[config.mk]
export PLATFORM = sky130hd
export DESIGN_NAME = indirect_csr_bridge
export DESIGN_NICKNAME = d
export VERILOG_FILES = /design/src/rtl/indirect_csr_pkg.sv /design/src/rtl/indirect_csr_bridge.sv
export SDC_FILE = /design/constraint.sdc
export NUM_CORES = 1
export LEC_CHECK = 0
export CAP_MARGIN = 20
export CORE_AREA = 2 2 205 207
export CTS_BUF_LIST = sky130_fd_sc_hd__clkbuf_8
export CTS_CLUSTER_DIAMETER = 50
export DETAILED_ROUTE_END_ITERATION = 10
export DIE_AREA = 0 0 207 209
export PLACE_DENSITY = 0.49
export SYNTH_ARGS = -nofsm -noshare
export SYNTH_HDL_FRONTEND = slang
export SYNTH_SLANG_ARGS = --single-unit
[constraint.sdc]
create_clock -name i_csr_clk -period 7.2 [get_ports i_csr_clk]
set_clock_uncertainty 0.15 [all_clocks]
set_input_delay 1.08 -clock i_csr_clk [delete_from_list [all_inputs] [get_ports i_csr_clk]]
set_output_delay 1.08 -clock i_csr_clk [all_outputs]
set_load 0.005 [all_outputs]
[src/rtl/indirect_csr_pkg.sv]
// Shared command, response and state encodings for the indirect CSR bridge.
package indirect_csr_pkg;

  localparam logic [1:0] CMD_NOOP    = 2'd0;
  localparam logic [1:0] CMD_READ    = 2'd1;
  localparam logic [1:0] CMD_WRITE   = 2'd2;
  localparam logic [1:0] CMD_INVALID = 2'd3;

  localparam logic [1:0] RESP_OKAY   = 2'b00;
  localparam logic [1:0] RESP_SLVERR = 2'b10;
  localparam logic [1:0] RESP_DECERR = 2'b11;

  typedef enum logic [1:0] {IDLE, ISSUE, WAIT, DONE} state_e;

endpackage

[src/rtl/indirect_csr_bridge.sv]
// Four-phase indirect CSR slave fanning out to NUM_CH pulse-handshake targets,
// with channel decode, per-access timeout and a saturating error counter.
module indirect_csr_bridge
  import indirect_csr_pkg::*;
#(
  parameter int CMD_W       = 16,
  parameter int AW          = 19,
  parameter int DW          = 64,
  parameter int NUM_CH      = 4,
  parameter int CH_SEL_W    = (NUM_CH > 1) ? $clog2(NUM_CH) : 1,
  parameter int CH_AW       = AW - CH_SEL_W,
  parameter int TIMEOUT_CYC = 1024
) (
  input  logic                 i_csr_clk,
  input  logic                 i_csr_rst_n,
  input  logic [CMD_W-1:0]     i_csr_cmd,
  input  logic [AW-1:0]        i_csr_addr,
  input  logic [DW-1:0]        i_csr_writedata,
  output logic [DW-1:0]        o_csr_readdata,
  output logic                 o_csr_ack,
  output logic [1:0]           o_csr_rresp,
  output logic [1:0]           o_csr_bresp,
  output logic [NUM_CH-1:0]    o_ch_read,
  output logic [NUM_CH-1:0]    o_ch_write,
  output logic [CH_AW-1:0]     o_ch_addr,
  output logic [DW-1:0]        o_ch_writedata,
  input  logic [NUM_CH*DW-1:0] i_ch_readdata,
  input  logic [NUM_CH-1:0]    i_ch_ack,
  input  logic [NUM_CH-1:0]    i_ch_err,
  output logic                 o_busy,
  output logic [7:0]           o_err_count
);

  localparam int TW = $clog2(TIMEOUT_CYC + 1);

  state_e              state;
  logic                is_write;
  logic [CH_SEL_W-1:0] ch;
  logic [TW-1:0]       tmo_cnt;

  logic [1:0]          cmd_op;
  logic [CH_SEL_W-1:0] ch_dec;
  logic                dec_err;
  logic                unused_cmd;

  // Completion of the current access this cycle, with its response and data.
  logic                fin;
  logic [1:0]          fin_resp;
  logic [DW-1:0]       fin_rdata;

  assign cmd_op     = i_csr_cmd[1:0];
  assign unused_cmd = ^i_csr_cmd;
  assign ch_dec     = i_csr_addr[AW-1 -: CH_SEL_W];
  assign dec_err    = 32'(ch_dec) >= 32'(NUM_CH);
  assign o_busy     = (state != IDLE);

  always_comb begin
    // NOTE: every output of this block gets a default first so no latch is inferred.
    fin       = 1'b0;
    fin_resp  = RESP_OKAY;
    fin_rdata = '0;
    case (state)
      IDLE: begin
        if (cmd_op == CMD_INVALID) begin
          fin      = 1'b1;
          fin_resp = RESP_SLVERR;
        end else if (cmd_op != CMD_NOOP && dec_err) begin
          fin      = 1'b1;
          fin_resp = RESP_DECERR;
        end
      end
      WAIT: begin
        if (i_ch_ack[ch]) begin
          fin      = 1'b1;
          fin_resp = i_ch_err[ch] ? RESP_SLVERR : RESP_OKAY;
          if (!is_write) fin_rdata = i_ch_readdata[ch*DW +: DW];
        end else if (tmo_cnt == TW'(TIMEOUT_CYC - 1)) begin
          fin      = 1'b1;
          fin_resp = RESP_SLVERR;
          if (!is_write) fin_rdata = '1;
        end
      end
      default: ;
    endcase
  end

  // NOTE: sequential state uses non-blocking assignments so every register samples pre-edge values.
  always_ff @(posedge i_csr_clk or negedge i_csr_rst_n) begin
    if (!i_csr_rst_n) begin
      state          <= IDLE;
      is_write       <= 1'b0;
      ch             <= '0;
      tmo_cnt        <= '0;
      o_csr_ack      <= 1'b0;
      o_csr_readdata <= '0;
      o_csr_rresp    <= RESP_OKAY;
      o_csr_bresp    <= RESP_OKAY;
      o_ch_read      <= '0;
      o_ch_write     <= '0;
      o_ch_addr      <= '0;
      o_ch_writedata <= '0;
    end else begin
      o_ch_read  <= '0;
      o_ch_write <= '0;
      case (state)
        IDLE: begin
          if (cmd_op != CMD_NOOP) begin
            is_write       <= (cmd_op == CMD_WRITE);
            ch             <= ch_dec;
            o_ch_addr      <= i_csr_addr[CH_AW-1:0];
            o_ch_writedata <= i_csr_writedata;
            if (fin) begin
              state          <= DONE;
              o_csr_ack      <= 1'b1;
              o_csr_readdata <= '0;
              o_csr_rresp    <= fin_resp;
              o_csr_bresp    <= fin_resp;
            end else begin
              state <= ISSUE;
              if (cmd_op == CMD_WRITE) o_ch_write <= NUM_CH'(1) << ch_dec;
              else                     o_ch_read  <= NUM_CH'(1) << ch_dec;
            end
          end
        end
        ISSUE: begin
          state   <= WAIT;
          tmo_cnt <= '0;
        end
        WAIT: begin
          if (fin) begin
            state          <= DONE;
            o_csr_ack      <= 1'b1;
            o_csr_readdata <= fin_rdata;
            o_csr_rresp    <= is_write ? RESP_OKAY : fin_resp;
            o_csr_bresp    <= is_write ? fin_resp  : RESP_OKAY;
          end else begin
            tmo_cnt <= tmo_cnt + 1'b1;
          end
        end
        DONE: begin
          if (cmd_op == CMD_NOOP) begin
            state          <= IDLE;
            o_csr_ack      <= 1'b0;
            o_csr_readdata <= '0;
            o_csr_rresp    <= RESP_OKAY;
            o_csr_bresp    <= RESP_OKAY;
          end
        end
        default: state <= IDLE;
      endcase
    end
  end

  always_ff @(posedge i_csr_clk or negedge i_csr_rst_n) begin
    if (!i_csr_rst_n) begin
      o_err_count <= '0;
    end else if (fin && fin_resp != RESP_OKAY && o_err_count != 8'hFF) begin
      o_err_count <= o_err_count + 8'd1;
    end
  end

endmodule

==> flow_summary.json, run 1 <==
{
  "areaGrowthSynthToFinish_pct": 69.7,
  "fin_ws_ns": 3.73,
  "finalSetupViolCount": 0,
  "endpoint_kind": "flop",
  "crit_arrival_ns": 3.69,
  "drv_slew": 0,
  "cts-root-buf": "clkbuf_8",
  "final_util": 0.363,
  "overflow": 0,
  "cts_setup_buffers": 0,
  "min_period_over_period": 0.482,
  "synth_top_flop_cell": "dfrtp_1",
  "period_needed_ns": 3.47,
  "n_antenna_cell": 0,
  "worstHoldPathType": "flop to flop",
  "critPathKind": "primary input to flop",
  "synthSimpleGateAreaFrac": 0.107,
  "insertion_delay_ns": 0.48,
  "mostFrequentLayoutCells": "clkdlybuf4s50_1, dfrtp_1, mux2_2",
  "cts.reportedPaths.clkPinSlew_ns": 0.09,
  "yosysUniqueCellTypes": 47,
  "grt_max_degree": 111,
  "drive_gt1_frac": 0.165,
  "vdd_ir_drop_max_v": 0.000267,
  "rsz0062_at_grt": "false",
  "p_leak_nw": 6.00,
  "tightest_slew_ns": 1.01,
  "critPathRequiredTime_ns": 7.42,
  "fp.coreArea_mm2": 0.0413,
  "htree_levels": 4,
  "ctsResizeCount": 0,
  "status": "finished clean",
  "grt_pass1_vias": 8178,
  "final_common_cell": "clkdlybuf4s50_1",
  "vias": 7679,
  "startpoint_type": "primary input",
  "syn_inst": 710,
  "cts_tree": "yes",
  "post-place-ws_ns": 3.13,
  "place.gp.congestion": 0.772,
  "multiInputGateArea_mm2": 0.00413,
  "clk_path_buf_depth": 2,
  "num_io_pins": 532,
  "die_h_um": 209,
  "synth_edf_count": 0,
  "maxClockFrequency_mhz": 288,
  "row_count": 75,
  "dieArea_mm2": 0.0433,
  "synth.ff_latch_count": 180,
  "synth-compound-area-share": 0.0572,
  "hpwlAfterDp_mm": 26.5,
  "wirelength_mm": 34.3,
  "grt_pass1_wl_mm": 51.3,
  "yosys.area_share.xor_xnor": 0.00991,
  "fin_tns_setup_ns": 0,
  "die_w_um": 207,
  "routedWlPerCell_um": 19.5,
  "syn-mean-instance-area_um2": 12.5,
  "syn_area_mm2": 0.00884,
  "drc": 0,
  "seq_area_frac_synth": 0.509,
  "cts_sinks": 180,
  "hold_viol_final": 0,
  "ctsHoldBuffers": 0,
  "area.sequential_mm2": 0.00451,
  "start_util": 0.214,
  "synth_top_family_by_area": "multiplexers",
  "grt_use_total": 0.157,
  "cts_made_buffers": 17,
  "drt-initial-drc-count": 279,
  "async_reset_ff_frac": 1.00,
  "antenna_left": 0,
  "synthMuxAreaShare": 0.278,
  "ys_warn_count": 0,
  "maxCapViolCount": 0,
  "drtPass1Iterations": 5,
  "fillers": 4133,
  "slew_headroom": 0.326,
  "final_nets": 1577,
  "vias_per_cell": 4.37,
  "synth_adder_area_share": 0.00991,
  "io_buffers": 515,
  "cp_max_fo": 53,
  "antenna_found_initial": 3,
  "powerDensity_mw_per_mm2": 360
}
-- Yosys cell counts, types with 6 or more instances --
cell type / n / area, um2
nor2_1: 78 / 293
nand2_1: 80 / 300
mux2_2: 86 / 968
a21oi_1: 7 / 35.0
buf_2: 6 / 30.0
nand2b_1: 6 / 37.5
nand3_1: 18 / 90.1
mux4_2: 65 / 1460
xor2_1: 6 / 52.6
ha_1: 7 / 87.6
buf_4: 6 / 45.0
nor3_1: 7 / 35.0
o21ai_0: 66 / 330
nor4_1: 6 / 37.5
clkbuf_1: 35 / 131
dfrtp_1: 180 / 4500
-- critical path, cell delays in order --
cell             delay (ns)
clkdlybuf4s50_1        0.56
o21ai_4                0.86
buf_4                  0.69
mux2_2                 0.41
-- logic make-up after synthesis --
kind of cell | count (synthesis)
XOR/XNOR | 10
other | 1
buffers and inverters | 54
multiplexers | 154
flip-flops | 180
AO/OA/AOI/OAI | 90
adder cells (fa/ha/maj) | 7
AND/OR/NAND/NOR | 214
-- state kept, by name, summed over array words and instances, names as in the netlist, 2 cells and up --
register	cells
o_ch_write	4
o_csr_readdata	64
ch	2
tmo_cnt	11
state	2
o_err_count	8
o_ch_read	4
o_ch_writedata	64
o_ch_addr	17
-- where the power goes --
group | switching, mW | internal, mW
registers | 0.323 | 1.43
logic | 1.19 | 1.65
clock network | 0.409 | 0.393
total | 1.93 | 3.47
-- final cells by class --
type / count / area share
clock buffer: 18 / 0.0165
clock inverter: 14 / 0.0136
inverter: 5 / 0.00125
multi-input combinational: 477 / 0.275
sequential: 180 / 0.301
tap: 539 / 0.0449
timing repair buffer: 524 / 0.348
-- final timing paths --
kind                            slack, ns  cells after the start          startpoint            endpoint
max in group asynchronous            4.76                      2         i_csr_rst_n          tmo_cnt[9]
worst max-delay path                 3.73                      4        i_csr_cmd[1]  o_ch_writedata[12]
worst max register to register       3.97                      6               ch[1]            state[1]
worst min-delay path                 0.33                      2  o_csr_readdata[52]  o_csr_readdata[52]
min in group asynchronous            0.58                      1         i_csr_rst_n  o_csr_readdata[60]
worst min register to register       0.33                      2  o_csr_readdata[52]  o_csr_readdata[52]
-- through the flow --
step | area, um2 | hold slack (ns) | power [mW] | instances
after floorplan | 8850 | 0.321 | 3.17 | 711
after global placement | 14600 | 0.311 | 4.69 | 1725
after detailed placement | 14600 | 0.319 | 4.71 | 1725
after CTS | 15000 | 0.342 | 5.54 | 1757
after global routing | 15000 | 0.357 | 5.80 | 1757
final | 15000 | 0.334 | 5.40 | 1757
-- layer usage --
metal  share of wire  GRT usage
met4           0.019     0.0507
met2            0.49      0.262
met5         0.00073          0
met1            0.42      0.196
met3           0.067     0.0436
Power figures use the tool's default switching activity.
==> run 2: changes to the inputs <==
Clock period 7.2 ns to 3.2 ns, I/O delays scaled along.
==> flow_summary.json, run 2 (synthesis results as in run 1) <==
{
  "status": "finished clean",
  "critPathKind": "flop to output port",
  "cp_max_fo": 14,
  "drc": 0,
  "multiInputGateArea_mm2": 0.00413,
  "worstRegToRegCells": 7,
  "p_clk_frac": 0.135,
  "critPathRequiredTime_ns": 2.57,
  "grt_max_degree": 68,
  "powerDensity_mw_per_mm2": 806,
  "crit_arrival_ns": 2.06,
  "p_leak_nw": 6.08,
  "die_w_um": 207,
  "cpMaxStageDelayCell": "ha_1",
  "maxCapViolCount": 0,
  "finalSetupViolCount": 0,
  "crit_top_cell": "inv_1",
  "cts.reportedPaths.clkPinSlew_ns": 0.10,
  "startpoint_type": "flop",
  "internal_power_mw": 7.89,
  "cts_sinks": 180,
  "cpPeakStageDelay_ns": 0.49,
  "grt_pass1_wl_mm": 51.4,
  "num_io_pins": 532,
  "htree_levels": 4,
  "row_count": 75,
  "netSwitchingPower_mw": 4.35,
  "maxClockFrequency_mhz": 372,
  "antenna_found_initial": 3,
  "drive_gt1_frac": 0.175,
  "vdd_ir_drop_max_v": 0.000583,
  "fin_tns_setup_ns": 0,
  "cp_cell_sequence": "inv_1 -> ha_1 -> inv_1 -> clkdlybuf4s50_1",
  "cts_made_buffers": 17,
  "final_nets": 1592,
  "vias_per_cell": 4.32,
  "top_regs": "o_ch_writedata (64), o_csr_readdata (64), o_ch_addr (17)",
  "io_buffers": 515,
  "min_period_over_period": 0.840,
  "vias": 7663,
  "n_antenna_cell": 0,
  "whs_path_depth": 2,
  "cts_tree": "yes",
  "post-place-ws_ns": 0.363,
  "hold_viol_final": 0,
  "worstHoldPathType": "flop to flop",
  "dieArea_mm2": 0.0433,
  "period_needed_ns": 2.69,
  "rsz0062_at_grt": "false",
  "fin_hold_ws_ns": 0.336,
  "drtPass1Iterations": 4,
  "slew_headroom": 0.590,
  "fp.coreArea_mm2": 0.0413,
  "wirelength_mm": 34.2,
  "tightest_slew_ns": 0.615,
  "drv_slew": 0,
  "fillers": 4132,
  "p_comb_frac": 0.558,
  "place.gp.congestion": 0.768,
  "endpoint_kind": "output port",
  "area.sequential_mm2": 0.00451,
  "routedWlPerCell_um": 19.3,
  "antenna_left": 0,
  "pwr-share-seq": 0.307,
  "insertion_delay_ns": 0.49,
  "overflow": 0,
  "hpwlAfterDp_mm": 26.7,
  "cts-root-buf": "clkbuf_8",
  "fin_ws_ns": 0.512,
  "start_util": 0.214,
  "final_util": 0.368,
  "grt_use_total": 0.157,
  "swShare": 0.356,
  "drt-initial-drc-count": 290,
  "cts_setup_buffers": 0,
  "die_h_um": 209,
  "grt_pass1_vias": 8263,
  "mostFrequentLayoutCells": "clkdlybuf4s50_1, dfrtp_1, mux2_2",
  "clk_path_buf_depth": 2,
  "final_common_cell": "clkdlybuf4s50_1",
  "areaGrowthSynthToFinish_pct": 71.7
}
==> run 2: timing repair <==
item / CTS / global route
hold buffers: 1 / 0
hold endpoints to repair: 65 / 0
gates resized for setup: 0 / 0
==> run 2: metal layers <==
layer | global-route usage | wire (um)
met1 | 0.189 | 14100
met2 | 0.271 | 17100
met3 | 0.0531 | 2610
met4 | 0.0328 | 291
met5 | 0 | 13
==> run 2: metrics by stage <==
step	power [mW]	instance area (um2)	std cells
2_1_floorplan	7.14	8850	711
3_3_place_gp	10.8	14800	1739
3_5_place_dp	10.8	14800	1739
4_1_cts	12.6	15200	1772
5_1_grt	13.1	15200	1772
6_report	12.2	15200	1772
==> run 2: layout make-up <==
| type | count | area share |
|---|---|---|
| repair buffers | 539 | 0.358 |
| well taps | 539 | 0.0444 |
| clock buffers | 19 | 0.0172 |
| multi-input cells | 477 | 0.272 |
| inverters | 5 | 0.00124 |
| clock inverters | 13 | 0.00964 |
| flip-flops and latches | 180 | 0.297 |
==> run 2: critical path, delay by kind of cell (launching register included) <==
family / cells / cell delay (ns)
buffers and inverters: 3 / 0.65
adder cells (fa/ha/maj): 1 / 0.49
flip-flops: 1 / 0.43
==> run 2: power groups by stage <==
stage	Clock (mW)	Combinational, mW	Sequential (mW)
finish	1.65	6.82	3.76
CTS	1.76	7.03	3.77
detailed placement	0	7.00	3.81
floorplan	0	3.33	3.81
global placement	0	6.99	3.78
global route	1.84	7.40	3.90
==> run 2: worst paths after layout <==
path	start	endpoint	slack, ns
max	state[1]	o_busy	0.51
min	o_csr_readdata[0]	o_csr_readdata[0]	0.34
max reg2reg	state[1]	o_err_count[1]	0.63
min reg2reg	o_csr_readdata[0]	o_csr_readdata[0]	0.34
max in group asynchronous	i_csr_rst_n	o_ch_writedata[49]	1.71
min in group asynchronous	i_csr_rst_n	o_csr_readdata[4]	0.41
